### src/rtl/mlp_load_sequencer.sv
// mlp_load_sequencer: parses one layer header from the stream FIFO, loads inputs
// and weights into their buffers, then starts the MLP core and waits for it.
module mlp_load_sequencer #(
    parameter int DATA_W      = 32,
    parameter int MAX_INPUTS  = 256,
    parameter int MAX_WEIGHTS = 65536,
    parameter int IN_ADDR_W   = 8,
    parameter int W_ADDR_W    = 16
) (
    input  logic                 S_AXIS_ACLK,
    input  logic                 S_AXIS_ARESETN,
    input  logic                 fifo_valid,
    input  logic [DATA_W-1:0]    fifo_data,
    output logic                 fifo_read,
    output logic                 in_wr_en,
    output logic [IN_ADDR_W-1:0] in_wr_addr,
    output logic [DATA_W-1:0]    in_wr_data,
    output logic                 w_wr_en,
    output logic [W_ADDR_W-1:0]  w_wr_addr,
    output logic [DATA_W-1:0]    w_wr_data,
    output logic [15:0]          cfg_num_inputs,
    output logic [15:0]          cfg_num_neurons,
    output logic                 core_start,
    input  logic                 core_done,
    output logic                 busy,
    output logic                 error,
    input  logic                 err_clr
);
    typedef enum logic [2:0] {HEADER, INPUTS, WEIGHTS, START, RUN, ERR} state_t;

    state_t                state_q, state_d;
    logic [IN_ADDR_W-1:0]  in_cnt_q, in_cnt_d, in_last_q, in_last_d, in_addr_q, in_addr_d;
    logic [W_ADDR_W-1:0]   w_cnt_q, w_cnt_d, w_last_q, w_last_d, w_addr_q, w_addr_d;
    logic [DATA_W-1:0]     in_data_q, in_data_d, w_data_q, w_data_d;
    logic [15:0]           cfg_n_q, cfg_n_d, cfg_m_q, cfg_m_d;
    logic                  in_we_q, in_we_d, w_we_q, w_we_d, start_q, start_d, err_q, err_d;
    logic [15:0]           hdr_n, hdr_m;
    logic [32:0]           w_total;
    logic                  pop, hdr_bad;

    assign hdr_n   = fifo_data[15:0];
    assign hdr_m   = fifo_data[31:16];
    // The bias of each neuron is stored as one extra weight word.
    assign w_total = 33'(hdr_m) * (33'(hdr_n) + 33'd1);
    assign hdr_bad = (hdr_n == 16'd0) || (hdr_m == 16'd0) || (int'(hdr_n) > MAX_INPUTS) ||
                     (w_total > 33'(MAX_WEIGHTS));

    assign fifo_read       = fifo_valid && (state_q == HEADER || state_q == INPUTS || state_q == WEIGHTS);
    assign pop             = fifo_valid && fifo_read;
    assign busy            = state_q != HEADER;
    assign in_wr_en        = in_we_q;
    assign in_wr_addr      = in_addr_q;
    assign in_wr_data      = in_data_q;
    assign w_wr_en         = w_we_q;
    assign w_wr_addr       = w_addr_q;
    assign w_wr_data       = w_data_q;
    assign cfg_num_inputs  = cfg_n_q;
    assign cfg_num_neurons = cfg_m_q;
    assign core_start      = start_q;
    assign error           = err_q;

    always_comb begin
        state_d   = state_q;
        in_cnt_d  = in_cnt_q;
        in_last_d = in_last_q;
        w_cnt_d   = w_cnt_q;
        w_last_d  = w_last_q;
        cfg_n_d   = cfg_n_q;
        cfg_m_d   = cfg_m_q;
        in_we_d   = 1'b0;
        in_addr_d = in_addr_q;
        in_data_d = in_data_q;
        w_we_d    = 1'b0;
        w_addr_d  = w_addr_q;
        w_data_d  = w_data_q;
        unique case (state_q)
            HEADER: if (pop) begin
                cfg_n_d   = hdr_n;
                cfg_m_d   = hdr_m;
                // Last indices fit the address widths whenever the header is legal.
                in_last_d = IN_ADDR_W'(hdr_n - 16'd1);
                w_last_d  = W_ADDR_W'(w_total - 33'd1);
                in_cnt_d  = '0;
                w_cnt_d   = '0;
                state_d   = hdr_bad ? ERR : INPUTS;
            end
            INPUTS: if (pop) begin
                in_we_d   = 1'b1;
                in_addr_d = in_cnt_q;
                in_data_d = fifo_data;
                in_cnt_d  = in_cnt_q + IN_ADDR_W'(1);
                if (in_cnt_q == in_last_q) begin
                    state_d = WEIGHTS;
                    w_cnt_d = '0;
                end
            end
            WEIGHTS: if (pop) begin
                w_we_d   = 1'b1;
                w_addr_d = w_cnt_q;
                w_data_d = fifo_data;
                w_cnt_d  = w_cnt_q + W_ADDR_W'(1);
                if (w_cnt_q == w_last_q) state_d = START;
            end
            START:   state_d = RUN;
            RUN:     if (core_done) state_d = HEADER;
            ERR:     if (err_clr) state_d = HEADER;
            default: state_d = HEADER;
        endcase
        start_d = state_d == START;
        err_d   = state_d == ERR;
    end

    always_ff @(posedge S_AXIS_ACLK or negedge S_AXIS_ARESETN) begin
        if (!S_AXIS_ARESETN) begin
            state_q   <= HEADER;
            in_cnt_q  <= '0;
            in_last_q <= '0;
            w_cnt_q   <= '0;
            w_last_q  <= '0;
            cfg_n_q   <= '0;
            cfg_m_q   <= '0;
            in_we_q   <= 1'b0;
            in_addr_q <= '0;
            in_data_q <= '0;
            w_we_q    <= 1'b0;
            w_addr_q  <= '0;
            w_data_q  <= '0;
            start_q   <= 1'b0;
            err_q     <= 1'b0;
        end else begin
            state_q   <= state_d;
            in_cnt_q  <= in_cnt_d;
            in_last_q <= in_last_d;
            w_cnt_q   <= w_cnt_d;
            w_last_q  <= w_last_d;
            cfg_n_q   <= cfg_n_d;
            cfg_m_q   <= cfg_m_d;
            in_we_q   <= in_we_d;
            in_addr_q <= in_addr_d;
            in_data_q <= in_data_d;
            w_we_q    <= w_we_d;
            w_addr_q  <= w_addr_d;
            w_data_q  <= w_data_d;
            start_q   <= start_d;
            err_q     <= err_d;
        end
    end
endmodule

### config.mk
export PLATFORM = sky130hd
export DESIGN_NAME = mlp_load_sequencer
export DESIGN_NICKNAME = d
export VERILOG_FILES = /design/src/rtl/mlp_load_sequencer.sv
export SDC_FILE = /design/constraint.sdc
export NUM_CORES = 1
export LEC_CHECK = 0
export BUFFER_PORTS_ARGS = -buffer_cell sky130_fd_sc_hd__buf_2
export CAP_MARGIN = 25
export CORE_MARGIN = 4
export CORE_UTILIZATION = 47
export CTS_BUF_LIST = sky130_fd_sc_hd__clkbuf_16
export CTS_CLUSTER_SIZE = 30
export DETAILED_ROUTE_END_ITERATION = 12
export PLACE_DENSITY = 0.66
export SYNTH_ARGS = -nofsm -noshare
export SYNTH_HDL_FRONTEND = slang
export SYNTH_SLANG_ARGS = --single-unit
### constraint.sdc
create_clock -name S_AXIS_ACLK -period 2.4 [get_ports S_AXIS_ACLK]
set_input_delay 0.48 -clock S_AXIS_ACLK [delete_from_list [all_inputs] [get_ports S_AXIS_ACLK]]
set_output_delay 0.48 -clock S_AXIS_ACLK [all_outputs]
set_load 0.02 [all_outputs]
After elaboration in Yosys (flattened, before gate mapping)
Index checks and enable logic that the tools add are counted.
{ "totals": {"reg_bits": 175, "in_bits": 37, "out_inout_bits": 126} }
{ "op_classes": {"addsub": 5, "n_mul": 1, "magnitude_cmp": 2, "eq_ne": 13, "n_mux": 20, "reduce_logical": 18} }
{ "ops": {"columns": ["operator", "count"], "rows": [
  ["$mux W16", 4],
  ["$pmux W16 S3", 1],
  ["$gt A33 B17 Y1 const B", 1],
  ["$mul A16 B17 Y33", 1],
  ["$logic_not A16 Y1", 2],
  ["$mux W3", 8],
  ["$pmux W3 S6", 1],
  ["$add A16 B1 Y17 const B", 1],
  ["$add A16 B1 Y16 const B", 1],
  ["$eq A16 B16 Y1", 1],
  ["$gt A16 B9 Y1 const B", 1],
  ["$mux W8", 2],
  ["$pmux W8 S2", 1],
  ["$sub A16 B1 Y16 const B", 1],
  ["$eq A3 B2 Y1 const B", 3],
  ["$eq A3 B3 Y1 const B", 3],
  ["$add A8 B1 Y8 const B", 1],
  ["$eq A8 B8 Y1", 1],
  ["$sub A8 B1 Y8 const B", 1],
  ["$ne A2 B2 Y1 const B", 3],
  ["$reduce_and A2 Y1", 3],
  ["$reduce_bool A3 Y1", 2],
  ["$logic_or A1 B1 Y1", 5],
  ["$reduce_and A5 Y1", 1],
  ["other kinds (7)", 10]
]} }

Longest topological paths before layout
Gate-level depths: netlist of the first run.
{ "logic_depth": {"depth_word": 8, "depth_mapped": 31, "ltp_nobuf": 28} }

Least setup slack after synthesis of the first run
Ideal clock, no wire load.
{ "synth_path": {"kind": "input-to-reg", "from": "in fifo_data[3]", "to": "reg err_q (netlist: error)", "setup_time_ps": 128, "arrival_time_ps": 7153, "required_ps": 2272, "setup_slack_ps": -4882, "path_stages": 29, "n_path_buf": 3, "cell_sequence": "buf_2 -> and3_1 -> and2_1 -> nand2_1 -> nor2_1 -> nand3_1 -> xnor2_1 -> clkbuf_1 -> nand2_1 -> fa_1 -> fa_1 -> inv_1 -> fa_1 -> inv_1 -> fa_1 -> fa_1 -> fa_1 -> inv_1 -> ha_1 -> buf_2 -> nand4_1 -> or2_1 -> a211oi_1 -> nor3_1 -> o31ai_2 -> xor2_1 -> nor4_1 -> and4_1 -> a21oi_1"} }
{ "synth_between": {"elab_chain_len": 8, "elab_cells_between_ends": 12, "classes_between": "1 x add/sub; 1 x mul; 2 x order compare; 1 x eq/ne; 3 x mux; 4 x reduce/logical"} }
{ "synth_lines": {"columns": ["item", "line", "text"], "rows": [
  ["start, declared", "13", "input logic [DATA_W-1:0] fifo_data,"],
  ["$add A16 B1 Y17 or $logic_not A16 Y1 (tied branches)", "44, 45", null],
  ["$mul A16 B17 Y33 or $logic_or A1 B1 Y1 (tied branches)", "44, 45", null],
  ["$gt A33 B17 Y1 or $logic_or A1 B1 Y1 (tied branches)", "46, 45", null],
  ["$logic_or A1 B1 Y1 *", "45", "assign hdr_bad = (hdr_n == 16'd0) || (hdr_m == 16'd0) || (int'(hdr_n) > MAX_INPUTS) ||"],
  ["$mux W3 *", "85", "state_d = hdr_bad ? ERR : INPUTS;"],
  ["$mux W3 *", "77", "HEADER: if (pop) begin"],
  ["$pmux W3 S6 *", "76", "unique case (state_q)"],
  ["$eq A3 B3 Y1 *", "110", "err_d = state_d == ERR;"],
  ["net err_d", "36", "logic in_we_q, in_we_d, w_we_q, w_we_d, start_q, start_d, err_q, err_d;"],
  ["end signal, assigned", "145", "err_q <= err_d;"],
  ["end, declared", "36", null]
]} }
Mark *: on every way through the listed nets, which the timed path passes. The rest lies on a longest branch.
A chain may end at the register's enable or synchronous reset.

Worst setup path after layout of the first run
{ "layout_path": {"from": "in fifo_data[4]", "to": "reg state_q[2]"} }
{ "layout_between": {"elab_chain_len": 7, "elab_cells_between_ends": 11, "classes_between": "1 x add/sub; 1 x mul; 2 x order compare; 3 x mux; 4 x reduce/logical"} }
{ "layout_lines": {"columns": ["item", "line", "text"], "rows": [
  ["$add A16 B1 Y17 or $logic_not A16 Y1 (tied branches)", "44, 45", null],
  ["$mul A16 B17 Y33 or $logic_or A1 B1 Y1 (tied branches)", "44, 45", null],
  ["$gt A33 B17 Y1 or $logic_or A1 B1 Y1 (tied branches)", "46, 45", null],
  ["$logic_or A1 B1 Y1 *", "45", null],
  ["$mux W3 *", "85", null],
  ["$mux W3 *", "77", null],
  ["$pmux W3 S6 *", "76", null],
  ["net state_d[2]", "31", "state_t state_q, state_d;"],
  ["end signal, assigned", "131", "state_q <= state_d;"],
  ["end, declared", "31", null]
]} }
Marked as above.

==> run summary, run 1 <==
CP Data Arrival Time - 7.10 ns
Core ar. - 35910 um^2
most common cell in the synthesized netlist - nand2_1
post-route design area - 22580 um^2
crit start category - input port
post-synthesis register bit count - 175
Clk pin slew, worst setup/hold paths - 0.08 ns
Initial Util - 48.00%
Synth cell types - 74
Final Hold Fails - 0
r2r startpoint - state_q[2]
total track usage - 25.22%
syn avg cell area - 9.073 um^2
largest net degree at the start of global routing - 59
most frequent CP cell - buf_4
CTS tree - built
failing checks - negative setup slack
synth top area cells - dfrtp_1, fa_1, nand2_1
Post-Syn Nets - 2256
Ports - 163
grt total ovfl - 0
Fmax achieved - 147.9 MHz
RSZ-0062 raised after global routing - yes
vias post-DR - 14570
Hold Path Depth - 4
layout cells sized above 1 - 32.29%
Area after DPL - 20560 um^2
NumNets Final - 2644
RR Endpoint - state_q[2]
FF-to-FF path depth - 10
Pre-antenna DRT Iters - 9
Max FO, Critical Path - 8
clk_lat worst skew - 0.45 ns
CTS Root Buffer Type - clkbuf_16
Slew @ Worst Pin - 0.5592 ns
cell count after synthesis - 1900
R2R setup slack - -0.11 ns
# setup viols final - 15
Final Skew - 0.01571 ns
max-cap violations - 0
DR iter-0 viols - 718
H-tree depth - 4
vias in the first global route - 15110
Primary FF master, synth - dfrtp_1
final hold slack - 0.3894 ns
Sink Count - 175
area delta synth->final - 31.00%
initial antenna violation count - 1
register area share after synthesis - 25.40%
number of synthesized flops with an enable pin - 0
CP required - 2.74 ns
Hold/Removal Path Class - input port to flip-flop
Post-Route WL - 49.58 mm
Die X - 199.5 um
Max Slew Vio Count - 0
Residual DRC - 0
Post-synth ARST share - 100.0%
Max-slew headroom - 62.72%
# diodes - 0
post-synth top area cell - dfrtp_1
Worst Hold Path EP - state_q[0]
fin worst setup slack - -4.359 ns
outcome - finished, violations left
Die H - 199.5 um
via density per instance - 5.274
num rows - 69
Syn Std Cell Area - 17240 um^2
final worst path period share - 281.6%
CTS Buf Count - 17
Worst Hold Launch - err_clr
Final HPWL DP - 39.35 mm
first-pass GRT wire length - 79.85 mm
full die area - 39810 um^2
CP max-delay cell - fa_1
Clock Tree Buf Depth - 2
Synth Warn # - 0
Final GP Congestion - 0.9138
CP max stage delay - 0.55 ns
WS Path Type - input port to flip-flop
post-route ant nets - 0
min cycle time layout - 6.759 ns
Synth top area share - 25.40%
commonest cells in the synthesized netlist - nand2_1, inv_1, fa_1, dfrtp_1, and2_1
DR WL/cell - 17.95 um
IO Port Bufs - 162
Crit. End Element - flip-flop
## layer usage
metal | track usage, % | up-vias | share of wire (%)
met1 | 34.00 | 7296 | 42
li1 | - | 6740 | -
met5 | 0 | - | 0.016
met3 | 5.311 | 94 | 5.9
met2 | 41.46 | 435 | 49
met4 | 7.270 | 2 | 2.7
## cells in the final DEF, fill, tap and decap left out, drive strengths merged, types with 5 or more instances in the layout
master | synthesis | routed
buf | 26 | 478
nand2 | 439 | 439
inv | 245 | 252
fa | 208 | 208
dfrtp | 175 | 175
and2 | 114 | 114
ha | 111 | 111
o21ai | 56 | 56
xnor2 | 53 | 53
mux2 | 48 | 48
a21oi | 41 | 41
nor2 | 39 | 39
xor2 | 37 | 37
nand4 | 25 | 25
nand3 | 25 | 25
nor3 | 19 | 19
nor4 | 18 | 18
nor2b | 17 | 17
clkbuf | 84 | 17
a21o | 16 | 16
and3 | 15 | 15
nand2b | 6 | 6
o21bai | 6 | 6
or3 | 6 | 6
a211oi | 6 | 6
clkinv | 0 | 6
o21a | 5 | 5
## flip-flops by register name, indices dropped and copies added, names as in the netlist
| signal | flops |
|---|---|
| in_last_q | 8 |
| w_wr_en | 1 |
| w_wr_data | 32 |
| cfg_num_inputs | 16 |
| w_cnt_q | 16 |
| in_wr_en | 1 |
| in_wr_addr | 8 |
| in_cnt_q | 8 |
| cfg_num_neurons | 16 |
| state_q | 3 |
| w_last_q | 16 |
| core_start | 1 |
| error | 1 |
| in_wr_data | 32 |
| w_wr_addr | 16 |
## stage by stage
| step | instances | worst slack, ns | setup TNS, ns | util (%) |
|---|---|---|---|---|
| 2_1_floorplan | 1900 | -4.517 | -45.75 | - |
| 3_3_place_gp | 2694 | -4.981 | -54.02 | 57.24 |
| 3_5_place_dp | 2694 | -5.163 | -54.99 | 57.24 |
| 4_1_cts | 2755 | -4.311 | -43.89 | 61.70 |
| 5_1_grt | 2762 | -4.621 | -47.16 | 62.88 |
| 6_report | 2762 | -4.359 | -44.36 | 62.88 |
## layout make-up
cell class                      count  area (um^2)
Clock inverter                     15        148.9
Sequential cell                   175         4379
Multi-Input combinational cell   1370        12660
Clock buffer                       17        425.4
Tap cell                          461        576.8
Timing Repair Buffer              479         3460
Fill cell                        2934        13330
Inverter                          245        929.6
## what timing repair did
item | in CTS | in global routing
pin swaps | 79 | 43
hold buffers | 1 | 0
resized for setup | 157 | 70
buffers inserted | 28 | 7
endpoints found under the setup margin | 16 | 19
endpoints found under the hold margin | 15 | 0
## critical path, delay by kind of cell
family	cells	cell delay [ns]
fa+ha+maj	7	3.25
compound gates	3	0.40
simple gates	10	1.80
xor+xnor	1	0.15
buf+inv	8	1.01
## worst max path at each step
stage / startpoint / to / slack [ns] / cells after the start
2_1_floorplan: fifo_data[3] / error / -4.52 / 29
3_3_place_gp: fifo_data[3] / error / -4.98 / 29
3_5_place_dp: fifo_data[3] / error / -5.16 / 29
4_1_cts: fifo_data[4] / error / -4.31 / 29
5_1_grt: fifo_data[4] / state_q[2] / -4.62 / 30
6_report: fifo_data[4] / state_q[2] / -4.36 / 29
## kinds of logic (layout without fill, tap and decap cells)
family / Yosys count / after routing / synth area share, %
flip-flops: 175 / 175 / 25.40
AO/OA/AOI/OAI: 170 / 170 / 6.532
adder cells (fa/ha/maj): 319 / 319 / 32.21
multiplexers: 52 / 52 / 3.368
XOR/XNOR: 90 / 90 / 4.616
AND/OR/NAND/NOR: 739 / 739 / 19.91
buffers and inverters: 355 / 756 / 7.962
Power of run 1 is not shown: default switching activity piles up to over one toggle a cycle in this logic, so the estimate is an artifact.
==> run 2, diff against run 1 <==
Settings changed: CORE_MARGIN 4 to 5, PLACE_DENSITY 0.66 to 0.68, SLEW_MARGIN set to 20.
Clock period 2.4 ns to 5.4 ns, I/O delays scaled along.
==> run summary, run 2 (same netlist as run 1, synthesis figures left out) <==
CP max stage delay - 0.51 ns
r2r startpoint - in_cnt_q[5]
crit start category - input port
layout cells sized above 1 - 30.91%
DR WL/cell - 17.72 um
failing checks - negative setup slack
commonest non-fill, non-tap cell in the layout - nand2_1
max-cap violations - 0
fin worst setup slack - -2.033 ns
FF-to-FF path depth - 8
Ports - 163
Residual DRC - 0
Max FO, Critical Path - 6
post-route ant nets - 0
vias in the first global route - 15310
# setup viols final - 11
via density per instance - 5.266
most frequent cells in the layout - nand2_1, buf_4, inv_1, fa_1, dfrtp_1
IO Port Bufs - 162
Die X - 201.5 um
Initial Util - 47.31%
R2R setup slack - 2.89 ns
final worst path period share - 137.7%
RSZ-0062 raised after global routing - yes
NumNets Final - 2630
vias post-DR - 14510
Final HPWL DP - 38.53 mm
first-pass GRT wire length - 80.18 mm
Max Slew Vio Count - 0
total track usage - 24.29%
Final GP Congestion - 0.9300
Core ar. - 36430 um^2
area delta synth->final - 28.70%
Clk pin slew, worst setup/hold paths - 0.07 ns
post-layout util - 60.89%
Fmax achieved - 134.5 MHz
full die area - 40610 um^2
filler instances - 3013
min cycle time layout - 7.433 ns
Max-slew headroom - 52.38%
Final Hold Fails - 0
Worst Hold Launch - cfg_num_inputs[4]
grt total ovfl - 0
cts hold-fix bufs - 0
initial antenna violation count - 2
H-tree depth - 4
clk_lat worst skew - 0.45 ns
Sink Count - 175
CP Data Arrival Time - 7.77 ns
CP required - 5.74 ns
most frequent CP cell - fa_1
CP max-delay cell - fa_1
largest net degree at the start of global routing - 120
outcome - finished, violations left
critical path endpoint - error
num rows - 70
DR iter-0 viols - 777
Clock Tree Buf Depth - 2
Crit. End Element - flip-flop
CTS Root Buffer Type - clkbuf_16
Pre-antenna DRT Iters - 5
WS Path Type - input port to flip-flop
RR Endpoint - w_cnt_q[15]
Post-Route WL - 48.84 mm
Worst Setup SP - fifo_data[4]
Final Skew - 0.01929 ns
Slew @ Worst Pin - 0.7143 ns
CTS tree - built
Hold/Removal Path Class - flip-flop to flip-flop
Die H - 201.5 um
CTS Buf Count - 17
-- run 2: changes by cell type in the layout (fill, tap and decap cells not counted), sizes merged --
cell         change
buf             -13
clkinv           +2
clkinvlp         -1
diode            +1
dlygate4sd3      -1
inv              -1
-- run 2: worst min-delay path by stage --
stage	slack, ns	cells after the start	to
after detailed placement	0.46	2	cfg_num_inputs[4]
after global placement	0.45	2	in_wr_addr[5]
after global routing	0.49	2	in_wr_addr[4]
after CTS	0.48	2	cfg_num_inputs[4]
final	0.47	2	cfg_num_inputs[4]
after floorplan	0.46	2	w_last_q[14]
-- run 2: final cells by class --
class,instances,area [um^2],area share (%)
multi-input combinational,1370,12430,56.03
sequential,175,4379,19.74
timing repair buffer,465,3329,15.01
inverter,245,919.6,4.145
tap,468,585.6,2.639
clock buffer,17,425.4,1.917
clock inverter,15,113.9,0.5132
antenna,1,2.502,0.01128
-- run 2: metal layers --
| layer | part of all wire [%] | vias up | track usage (%) |
|---|---|---|---|
| met3 | 5.1 | 78 | 4.351 |
| met4 | 2.4 | 2 | 6.250 |
| met2 | 50 | 375 | 40.96 |
| met1 | 43 | 7335 | 32.69 |
| li1 | - | 6722 | - |
| met5 | 0.014 | - | 0 |
-- run 2: per-stage QoR --
stage / instances / setup TNS (ns) / hold WS (ns) / setup WS (ns) / instance area, um^2
final: 2756 / -13.92 / 0.4670 / -2.033 / 22190
after global placement: 2675 / -20.78 / 0.4520 / -2.693 / 20290
after detailed placement: 2675 / -21.48 / 0.4583 / -2.741 / 20290
after global routing: 2755 / -16.38 / 0.4949 / -2.222 / 22180
after CTS: 2744 / -12.72 / 0.4751 / -1.939 / 21970
after floorplan: 1900 / -13.82 / 0.4598 / -2.117 / 17480
-- run 2: critical path, delay by kind of cell --
kind	cells	cell delay, ns
XOR/XNOR	2	0.39
AO/OA/AOI/OAI	3	0.50
buffers and inverters	7	0.65
adder cells (fa/ha/maj)	7	3.13
AND/OR/NAND/NOR	11	2.02
-- run 2: what timing repair did --
| item | in CTS | in global routing |
|---|---|---|
| pin swaps | 111 | 38 |
| resized for setup | 182 | 34 |
| setup buffers | 38 | 12 |
| endpoints found under the setup margin | 12 | 12 |
Power of run 2 is left out for the same reason.
